**src/rtl/accumulator_pkg.sv**
```systemverilog
// rtl/accumulator_pkg.sv - shared widths, LFSR constants and FSM states for the accumulator load generator
package accumulator_pkg;

  localparam int          ACC_DATA_WIDTH = 32;
  localparam logic [15:0] LFSR_MASK      = 16'hB400;
  localparam logic [15:0] DEFAULT_SEED   = 16'hACE1;

  typedef enum logic [1:0] {
    IDLE  = 2'd0,
    RUN   = 2'd1,
    CHECK = 2'd2,
    DONE  = 2'd3
  } state_e;

  // Galois step: shift right, fold the mask back in when a one falls out
  function automatic logic [15:0] lfsr_next(input logic [15:0] s);
    return s[0] ? ((s >> 1) ^ LFSR_MASK) : (s >> 1);
  endfunction

endpackage

```
**src/rtl/lfsr16_galois.sv**
```systemverilog
// rtl/lfsr16_galois.sv - 16-bit Galois LFSR with seed-load and advance enables
module lfsr16_galois
  import accumulator_pkg::*;
#(
  parameter logic [15:0] SEED = DEFAULT_SEED
) (
  input  logic        clk,
  input  logic        reset,
  input  logic        load,
  input  logic        advance,
  output logic [15:0] value
);

  always_ff @(posedge clk or posedge reset) begin
    if (reset) begin
      value <= SEED;
    end else if (load) begin
      value <= SEED;
    end else if (advance) begin
      value <= lfsr_next(value);
    end
  end

endmodule

```
**src/rtl/accumulator_load_gen.sv**
```systemverilog
// rtl/accumulator_load_gen.sv - pseudo-random load source with golden running sum; LOADGEN_CHECK_EN adds the result checker
module accumulator_load_gen
  import accumulator_pkg::*;
#(
  parameter int          NUM_LOADS   = 1024,
  parameter int          DATA_WIDTH  = ACC_DATA_WIDTH,
  parameter int          LOAD_BITS   = 16,
  parameter logic [15:0] SEED        = DEFAULT_SEED,
  parameter int          CHECK_DELAY = 16
) (
  input  logic                  clk,
  input  logic                  reset,
  input  logic                  start,
  input  logic                  load_ready,
  output logic                  load_valid,
  output logic [DATA_WIDTH-1:0] load_data,
  output logic                  busy,
  output logic                  done,
  output logic [DATA_WIDTH-1:0] golden_sum,
  input  logic [DATA_WIDTH-1:0] result_in,
  output logic                  check_fail
);

  // An all-zero seed would lock the LFSR, so it is promoted to 1
  localparam logic [15:0] SEED_EFF = (SEED == 16'h0000) ? 16'h0001 : SEED;
  localparam int CNT_W = (NUM_LOADS > 1) ? $clog2(NUM_LOADS) : 1;
  localparam int DLY_W = (CHECK_DELAY > 1) ? $clog2(CHECK_DELAY) : 1;
  localparam logic [CNT_W-1:0] LAST_CNT = CNT_W'(NUM_LOADS - 1);
  localparam logic [DLY_W-1:0] LAST_DLY = DLY_W'(CHECK_DELAY - 1);

  state_e           state;
  logic [CNT_W-1:0] count;
  logic [DLY_W-1:0] dly_cnt;
  logic [15:0]      lfsr;
  logic             launch;
  logic             xfer;
  logic             check_end;

  assign launch    = start && ((state == IDLE) || (state == DONE));
  assign xfer      = load_valid && load_ready;
  assign check_end = (state == CHECK) && (dly_cnt == LAST_DLY);

  lfsr16_galois #(
    .SEED(SEED_EFF)
  ) u_lfsr (
    .clk    (clk),
    .reset  (reset),
    .load   (launch),
    .advance(xfer),
    .value  (lfsr)
  );

  assign load_data = load_valid ? DATA_WIDTH'(lfsr[LOAD_BITS-1:0]) : '0;
  assign busy      = (state == RUN) || (state == CHECK);
  assign done      = (state == DONE);

  always_ff @(posedge clk or posedge reset) begin
    if (reset) begin
      state      <= IDLE;
      count      <= '0;
      dly_cnt    <= '0;
      load_valid <= 1'b0;
      golden_sum <= '0;
    end else begin
      case (state)
        IDLE, DONE: begin
          if (start) begin
            state      <= RUN;
            count      <= '0;
            golden_sum <= '0;
            load_valid <= 1'b1;
          end
        end
        RUN: begin
          if (xfer) begin
            golden_sum <= golden_sum + load_data;
            count      <= count + 1'b1;
            if (count == LAST_CNT) begin
              state      <= CHECK;
              load_valid <= 1'b0;
              dly_cnt    <= '0;
            end
          end
        end
        CHECK: begin
          if (check_end) begin
            state <= DONE;
          end else begin
            dly_cnt <= dly_cnt + 1'b1;
          end
        end
        default: state <= IDLE;
      endcase
    end
  end

`ifdef LOADGEN_CHECK_EN
  // Sampled once, on the last CHECK cycle; sticky until the next run begins
  always_ff @(posedge clk or posedge reset) begin
    if (reset) begin
      check_fail <= 1'b0;
    end else if (launch) begin
      check_fail <= 1'b0;
    end else if (check_end && (result_in != golden_sum)) begin
      check_fail <= 1'b1;
    end
  end
`else
  logic unused_result;
  assign unused_result = ^result_in;
  assign check_fail    = 1'b0;
`endif

endmodule

```
**config.mk**
```make
export PLATFORM = sky130hd
export DESIGN_NAME = accumulator_load_gen
export DESIGN_NICKNAME = d
export VERILOG_FILES = /design/src/rtl/accumulator_pkg.sv /design/src/rtl/lfsr16_galois.sv /design/src/rtl/accumulator_load_gen.sv
export SDC_FILE = /design/constraint.sdc
export NUM_CORES = 1
export LEC_CHECK = 0
export BUFFER_PORTS_ARGS = -buffer_cell sky130_fd_sc_hd__clkbuf_2
export CAP_MARGIN = 20
export CORE_ASPECT_RATIO = 1.2
export CORE_UTILIZATION = 50
export DETAILED_ROUTE_END_ITERATION = 7
export PLACE_DENSITY = 0.8
export SYNTH_ARGS = -nofsm -noshare
export SYNTH_HDL_FRONTEND = slang
export SYNTH_SLANG_ARGS = --single-unit
```
**constraint.sdc**
```tcl
create_clock -name clk -period 4.2 [get_ports clk]
set_input_delay 0.63 -clock clk [delete_from_list [all_inputs] [get_ports clk]]
set_output_delay 0.63 -clock clk [all_outputs]
set_load 0.03 [all_outputs]
```
# Yosys cells after proc, flatten, opt, wreduce, memory -nomap -nowiden
# Index checks and enable logic that the tools add are counted.
# classes
add_sub_neg	3
n_eq_ne	10
muxes	23
n_bitwise	1
n_reduce_logical	14
# op_table
operator	n
2-to-1 mux 16 bit	4
2-to-1 mux 32 bit	2
case mux 32 bit (2 select lines)	1
adder 32 x 16 -> 32 bit	1
2-to-1 mux 10 bit	2
case mux 10 bit (2 select lines)	1
2-to-1 mux 4 bit	3
AND reduction 4 bit	3
adder 10 x 1 -> 10 bit, second input constant	1
== test 10 bit, second input constant	1
2-to-1 mux 2 bit	4
case mux 4 bit (2 select lines)	1
!= test 2 bit, second input constant	3
case mux 2 bit (3 select lines)	1
nonzero test 2 bit	3
adder 4 x 1 -> 4 bit, second input constant	1
== test 2 bit, second input constant	2
== test 4 bit, second input constant	1
!= test 2 x 1 -> 1 bit, second input constant	2
inverter 3 -> 4 bit	1
logical AND 1 bit	3
2-to-1 mux 1 bit	3
AND reduction 3 bit	1
== test 2 x 1 -> 1 bit, second input constant	1
4 further kinds	5
# totals
reg_bits	65
in_bits	36

# Logic depth before layout (Yosys ltp)
# Gate-level depths: netlist (run 1).
# depth
depth_word	4
mapped_depth	11
mapped_depth_nobuf	10

# Modules after synthesis
# Synthesis (run 1) repeated with hierarchy kept, for this count alone.
# hier_totals
cells_unflattened	504
area_unflattened_um2	4426.7
# modules_own_cells
mod	n_inst	cells_each	area_each_um2	seq_area_each_um2
accumulator_load_gen	1	447	3696.0	1226.2
lfsr16_galois	1	57	730.7	410.4

# Worst setup path before layout (run 1)
# No wires, ideal clock.
# synth_timing
kind	register to register
from	reg load_valid
to	reg golden_sum[12]
arrival_ps	3055
required_time_ps	4078
path_slack_ps	1024
stages_incl_launch_ff	11
synth_period_minus_slack_ps	3176
cell_sequence	dfrtp_1 -> clkbuf_1 -> clkbuf_1 -> and2_1 -> ha_1 -> and2_1 -> a221oi_2 -> a21oi_2 -> o31a_1 -> or3_1 -> a32o_1
# synth_via
elab_chain_cells	4
word_cells_on_any_way	7
cone_classes	add/sub (1); eq/ne (1); mux (3); reduce/logical (2)
# synth_rtl
item	line_no	source
from (decl)	accumulator_load_gen.sv:15	output logic load_valid,
from (signal assigned)	accumulator_load_gen.sv:62	load_valid <= 1'b0;
from (signal assigned)	accumulator_load_gen.sv:71	load_valid <= 1'b1;
from (signal assigned)	accumulator_load_gen.sv:80	load_valid <= 1'b0;
2-to-1 mux 16 bit	accumulator_load_gen.sv:53	assign load_data = load_valid ? DATA_WIDTH'(lfsr[LOAD_BITS-1:0]) : '0;
net load_data[5]	accumulator_load_gen.sv:16	output logic [DATA_WIDTH-1:0] load_data,
adder 32 x 16 -> 32 bit	accumulator_load_gen.sv:76	golden_sum <= golden_sum + load_data;
2-to-1 mux 32 bit	accumulator_load_gen.sv:75	if (xfer) begin
case mux 32 bit (2 select lines)	accumulator_load_gen.sv:65	case (state)
to (signal assigned)	accumulator_load_gen.sv:76	
to (decl)	accumulator_load_gen.sv:19	output logic [DATA_WIDTH-1:0] golden_sum,
# The timed path passes the listed nets, and every way through them passes these cells. The select of a mux whose other input is x is not followed.
# A chain may end at the register's enable or synchronous reset.

# Final worst setup path (run 1)
# layout_timing
from	reg load_valid
to	reg golden_sum[28]
# layout_via
elab_chain_cells	4
word_cells_on_any_way	7
cone_classes	add/sub (1); eq/ne (1); mux (3); reduce/logical (2)
# layout_rtl
item	line_no
2-to-1 mux 16 bit	accumulator_load_gen.sv:53
adder 32 x 16 -> 32 bit	accumulator_load_gen.sv:76
2-to-1 mux 32 bit	accumulator_load_gen.sv:75
case mux 32 bit (2 select lines)	accumulator_load_gen.sv:65
# Parallel ways exist; a longest one is shown, timed or not. The select of a mux whose other input is x is not followed.

==> key figures, run 1 <==
Outcome
  • Status: finished, final reports clean

Setup path
  • Critical Path End Type: flop
  • CP Cell Sequence: and2_1 > ha_1 > inv_1 > fa_1 > nor2b_1 > o211ai_1 > a21oi_2 > o211ai_2 > a2111o_1 > o21ai_1
  • RR Endpoint: golden_sum[28]
  • R2R depth: 10
  • Reg2reg start: load_valid
  • Setup CP Type: reg2reg
  • Crit-path max FO: 22
  • Slowest-stage cell, CP: dfrtp_1
  • Buf+Inv Stages, Crit Path: 1
  • WP depth: 10
  • Delay-heaviest family, CP: compound AO/OA/AOI/OAI gates
  • Worst R2R Setup Slack: 980 ps
  • Crit path launch type: flop
  • WP data required: 4470 ps
  • Arrival time at the worst endpoint: 3490 ps
  • Crit-path max cell delay: 710 ps

Timing
  • Slew margin rel.: 40.5%
  • Slew @ Worst Pin: 892 ps
  • Final setup fails: 0
  • RSZ-0062 raised after global routing: false
  • Clk_skew: 6.02 ps
  • Setup TNS: 0 ps
  • Setup slack after layout: 980 ps
  • Slew Viols, Final: 0
  • Final count of hold timing violations: 0
  • Period minus WS final: 3220 ps
  • Final Cycle Share: 76.7%
  • Fmax: 311 MHz

Synthesis
  • Synth Flop Type: dfrtp_1
  • Register area share after synthesis: 39.1%
  • Synth Area per Inst: 9.10 um^2
  • Syn Inst Count: 460
  • Area share of the largest cell type after synthesis: 34.1%
  • Seq cells post-synth: 65
  • Ranking of synthesized cells by area: dfrtp_1, ha_1, nand2_1
  • Number of synthesized flops with an enable pin: 0
  • Post-synth top area cell: dfrtp_1
  • Synth warn: 0
  • Synth async-reset ratio: 100%
  • Cell variety after synth: 57
  • Synthesized area: 0.00419 mm^2

Drt
  • Drt wl/cell: 15.6 um
  • Via-to-Cell Ratio: 5.79
  • DR pass1 iterations: 4
  • DRT iter0 DRCs: 191
  • Routed WL: 9490 um
  • Vias: 3,519
  • DRC Markers: 0
  • Final ANT Viol Nets: 0

Pwr
  • Peak supply drop: 0.221 mV
  • PD cells: 256 mW/mm^2
  • Int Pwr: 917 uW
  • Pleak: 2.14 nW
  • Net Sw Power: 272 uW
  • Reg power frac: 52.7%
  • Total chip power: 1.19 mW
  • Switching Share: 22.9%
  • Comb power frac: 3.0%
  • Clock network fraction of total power: 44.3%

Finish
  • Final instance count without filler cells: 608
  • Layout cell share with drive strength beyond 1: 17.9%
  • P&R area growth vs syn: 10.9%
  • Inserted Diodes: 0
  • Post-layout nets: 567
  • Layout Utilization: 57.2%

Die
  • Die span in y: 102 um
  • Die Area: 0.00874 mm^2
  • Die X: 85.5 um
  • Core Box Area: 0.00811 mm^2
  • Effective utilization at floorplan: 51.6%
  • IO Count: 104
  • Row Count: 36

Worst hold path
  • Hold Path Class: in2async

GRT
  • Vias in the first global route: 3,465
  • GR Layer Usage met2: 39.6%
  • Initial antenna violation count: 0
  • First-pass GRT wire length: 15,800 um
  • Met1 Usage GRT: 28.3%
  • GRT Total Usage: 23.1%
  • GRT Residual Overflow: 0
  • Busiest grt layer: met2
  • Largest net degree at the start of global routing: 38
  • Routing usage on met3: 5.17%

Flow run
  • Max_cap viols: 0

Placed design
  • Placed cells: 592
  • DP HPWL: 6760 um
  • Port Buffers: 54
  • Worst slack, placed: 1080 ps
  • GP Congestion: 0.894

Clock tree
  • CTS Root Cell: clkbuf_8
  • CTS tree: built
  • CTS buffer count: 9
  • PostCTS Resize Cnt: 0
  • Clk buf depth: 2
  • Reg clk slew, reported paths: 70 ps
  • Clk sink count: 65
  • Setup bufs post-CTS: 0
  • Hold buffers post-CTS: 0
  • Clk_lat worst skew: 350 ps
  • H-tree levels: 3
==> stage by stage <==
step	hold slack (ps)	instance area [um^2]
global route	482	4640
detailed placement	500	4450
floorplan	465	4250
finish	404	4640
global placement	480	4450
CTS	431	4640
==> power by group through the flow <==
stage	Sequential (mW)	Clock, mW	Combinational, mW
floorplan	0.638	0	0.0411
global placement	0.638	0	0.0357
detailed placement	0.638	0	0.0363
CTS	0.626	0.535	0.0362
global route	0.626	0.563	0.0399
finish	0.626	0.527	0.0355
==> sequential cells by signal, summed over array words and instances (netlist names) <==
signal,flops
dly_cnt,4
u_lfsr.value,16
golden_sum,32
count,10
state,2
load_valid,1
==> area by class of cell <==
type,instances,area (um^2)
fillers,721,3470
multi-input cells,364,2370
flip-flops and latches,65,1640
repair buffers,56,285
clock buffers,13,149
well taps,95,119
inverters,12,45.0
clock inverters,3,40.0
==> logic make-up after synthesis <==
kind of cell / after synthesis / share of synthesized area, %
other: 1 / 0.0896
muxes: 15 / 3.59
AOI/OAI and AO/OA: 119 / 20.0
buffers and inverters: 47 / 5.80
xor gates and xnor gates: 16 / 3.35
DFF: 65 / 39.1
adders and majority gates: 23 / 7.06
and+or+nand+nor: 174 / 21.0
==> cell usage after synthesis, types with 7 or more instances <==
cell type and number:
nor2_1 20, nand2_1 61, dfstp_2 8, mux2i_1 15, inv_1 12, a22o_1 10, o21ai_0 22, nand2b_1 12
ha_1 22, xor2_1 7, clkbuf_1 13, a21oi_1 31, buf_4 17, and2_1 21, dfrtp_1 57, nand3_1 21
xnor2_1 9
==> worst register-to-register path: stages, from the launching register on <==
cell and delay, ps:
dfrtp_1 710, and2_1 240, ha_1 190, inv_1 60, fa_1 390, nor2b_1 160, o211ai_1 190, a21oi_2 330
o211ai_2 270, a2111o_1 510, o21ai_1 100
==> worst max-delay path by stage <==
stage | from | endpoint | slack (ps)
5_1_grt | load_valid | golden_sum[30] | 790
6_report | load_valid | golden_sum[28] | 980
3_5_place_dp | load_valid | golden_sum[30] | 1080
3_3_place_gp | load_valid | golden_sum[30] | 1090
2_1_floorplan | load_valid | golden_sum[12] | 1020
4_1_cts | load_valid | golden_sum[30] | 1010
==> routing by layer <==
layer / share of wire (%) / routed length [um]
met1: 45 / 4250
met2: 50 / 4750
met3: 3.4 / 319
met4: 1.8 / 173
met5: 0 / 0
==> cell usage in the layout (no fill, tap or decap), drive strengths merged, types with 2 or more instances in the layout <==
cell type  instances
a21oi             34
conb              17
or2                4
dfrtp             57
a211oi             6
o21a               2
a21o               2
clkinv             2
nand4              6
o211ai             5
nor2              21
o21bai             2
and4               2
nand3             21
a221o              2
and3               6
nor3               6
mux2i             15
buf                2
nor2b              4
a22o              10
o211a              2
inv               12
or3                4
a2111o             2
xor2               7
o22a               6
nand2             62
a2111oi            2
a32o               5
o21ai             28
and2              21
clkbuf            67
nand2b            12
xnor2              9
o31ai              4
ha                22
dfstp              8
a211o              4
Note: power is estimated with default switching activity, not from simulation.
==> run 2, diff against run 1 <==
clock period = 3.3 ns   (was 4.2 ns; I/O delays follow)
==> key figures, run 2 (same netlist as run 1, synthesis figures left out) <==
Drt
  • Metal3 WL: 503 um (was 319 um)
  • DR pass1 iterations: 4 (unchanged)
  • Max layer used: met4 (unchanged)
  • Routed metal-1 wirelength: 4150 um (was 4250 um)
  • DRC Markers: 0 (unchanged)
  • Routed WL: 9650 um (was 9490 um)
  • Final ANT Viol Nets: 0 (unchanged)
  • Routed length on met2: 4790 um (was 4750 um)
  • Vias: 3,603 (was 3,519)
  • Via-to-Cell Ratio: 5.88 (was 5.79)
  • Drt wl/cell: 15.7 um (was 15.6 um)
  • DRT iter0 DRCs: 276 (was 191)

Clock tree
  • Clk buf depth: 2 (unchanged)
  • PostCTS Resize Cnt: 0 (unchanged)
  • Setup bufs post-CTS: 0 (unchanged)
  • Clk_lat worst skew: 350 ps (about the same)
  • CTS tree: built (unchanged)
  • Reg clk slew, reported paths: 70 ps (about the same)
  • CTS buffer count: 9 (unchanged)
  • CTS Root Cell: clkbuf_8 (unchanged)
  • Hold buffers post-CTS: 0 (unchanged)
  • H-tree levels: 3 (unchanged)
  • Clk sink count: 65 (unchanged)

Finish
  • Layout cell share with drive strength beyond 1: 18.9% (was 17.9%)
  • Post-layout nets: 572 (was 567)
  • Layout fillers: 715 (was 721)
  • Layout Utilization: 57.9% (was 57.2%)
  • Max reg flops: 32 (unchanged)
  • Registers with the most flip-flops: golden_sum (32), u_lfsr.value (16), count (10) (unchanged)
  • Most common cell after layout, fill and taps aside: nand2_1 (unchanged)
  • Most frequent cells in the layout: nand2_1, dfrtp_1, clkbuf_2, a21oi_1 (unchanged)
  • Final instance count without filler cells: 613 (was 608)
  • Inserted Diodes: 0 (unchanged)
  • Register bank with the most flops: golden_sum (unchanged)
  • Multi-input logic area: 0.00237 mm^2 (unchanged)
  • Fin area: 0.00470 mm^2 (was 0.00464 mm^2)
  • P&R area growth vs syn: 12.2% (was 10.9%)
  • Register Area: 0.00164 mm^2 (unchanged)

Die
  • Effective utilization at floorplan: 51.6% (unchanged)
  • Die span in y: 102 um (unchanged)
  • Die X: 85.5 um (unchanged)
  • Die Area: 0.00874 mm^2 (unchanged)
  • Row Count: 36 (unchanged)
  • Core Box Area: 0.00811 mm^2 (unchanged)
  • IO Count: 104 (unchanged)

Setup path
  • WP data required: 3570 ps (was 4470 ps)
  • Crit-path max cell delay: 630 ps (was 710 ps)
  • Crit path launch type: flop (unchanged)
  • CP Cell Sequence: and2_1 > ha_1 > inv_1 > fa_1 > nor2b_1 > o211ai_1 > a21oi_2 > o211ai_2 > a211oi_1 > mux2i_1 (was and2_1 > ha_1 > inv_1 > fa_1 > nor2b_1 > o211ai_1 > a21oi_2 > o211ai_2 > a2111o_1 > o21ai_1)
  • Critical Path End Type: flop (unchanged)
  • R2R depth: 10 (unchanged)
  • Crit-path max FO: 10 (was 22)
  • RR Endpoint: golden_sum[30] (was golden_sum[28])
  • Arrival time at the worst endpoint: 3210 ps (was 3490 ps)
  • Setup CP Type: reg2reg (unchanged)
  • Worst R2R Setup Slack: 360 ps (was 980 ps)
  • Slowest-stage cell, CP: dfstp_2 (was dfrtp_1)
  • Reg2reg start: u_lfsr.value[0] (was load_valid)

GRT
  • GRT Residual Overflow: 0 (unchanged)
  • Vias in the first global route: 3,435 (was 3,465)
  • Largest net degree at the start of global routing: 66 (was 38)
  • Initial antenna violation count: 0 (unchanged)
  • GRT Total Usage: 23.7% (was 23.1%)
  • First-pass GRT wire length: 16,100 um (was 15,800 um)

Timing
  • Period minus WS final: 2940 ps (was 3220 ps)
  • Final Cycle Share: 89.0% (was 76.7%)
  • Final count of hold timing violations: 0 (unchanged)
  • Slew Viols, Final: 0 (unchanged)
  • RSZ-0062 raised after global routing: false (unchanged)
  • Fmax: 340 MHz (was 311 MHz)
  • Fin Hold WS: 365 ps (was 404 ps)
  • Setup TNS: 0 ps (unchanged)
  • Slew margin rel.: 43.3% (was 40.5%)
  • Slew @ Worst Pin: 847 ps (was 892 ps)
  • Clk_skew: 9.55 ps (was 6.02 ps)
  • Final setup fails: 0 (unchanged)

Outcome
  • Status: finished, final reports clean (unchanged)

Worst hold path
  • Hold Path Class: in2async (unchanged)

Placed design
  • Placed Instance Area: 0.00449 mm^2 (was 0.00445 mm^2)
  • GP Congestion: 0.884 (was 0.894)
  • Placed cells: 597 (was 592)
  • DP HPWL: 6890 um (was 6760 um)
  • Port Buffers: 54 (unchanged)

Flow run
  • Max_cap viols: 0 (unchanged)

Pwr
  • PD cells: 334 mW/mm^2 (was 256 mW/mm^2)
  • Peak supply drop: 0.244 mV (was 0.221 mV)
  • Pleak: 2.17 nW (was 2.14 nW)
==> run 2: power breakdown <==
group | internal, mW | switching, mW
logic | 0.00221 | 0.0425
registers | 0.797 | 0
clock network | 0.411 | 0.316
total | 1.21 | 0.358
==> run 2: cell type report <==
cell class              instances  area share, %
multi-input cells             364           50.4
flip-flops and latches         65           34.8
repair buffers                 61           6.87
clock buffers                  14           3.68
well taps                      95           2.53
inverters                      12          0.959
clock inverters                 2          0.746
==> run 2: how the worst max path moves through the flow <==
stage	from	endpoint	slack (ps)	cells past startpoint
final	u_lfsr.value[0]	golden_sum[30]	360	10
after global routing	u_lfsr.value[0]	golden_sum[30]	170	10
after CTS	u_lfsr.value[0]	golden_sum[30]	370	10
after detailed placement	u_lfsr.value[0]	golden_sum[30]	420	10
after global placement	u_lfsr.value[0]	golden_sum[30]	480	10
after floorplan	load_valid	golden_sum[12]	120	10
==> run 2: per-stage QoR <==
step	worst slack, ps	power, mW
after floorplan	124	0.864
after global placement	479	0.857
after detailed placement	417	0.858
after CTS	371	1.58
after global routing	172	1.62
final	363	1.57
==> run 2: critical path, delay by kind of cell (launching register included) <==
family | cells | cell delay (ps)
buffers and inverters | 1 | 60
AO/OA/AOI/OAI | 4 | 1030
AND/OR/NAND/NOR | 2 | 340
adder cells (fa/ha/maj) | 2 | 570
flip-flops | 1 | 630
multiplexers | 1 | 220
==> run 2: metal layers <==
layer	vias up	GRT usage, %
li1	1717	-
met1	1758	29.7
met2	107	39.3
met3	21	3.39
met4	0	14.1
met5	-	0
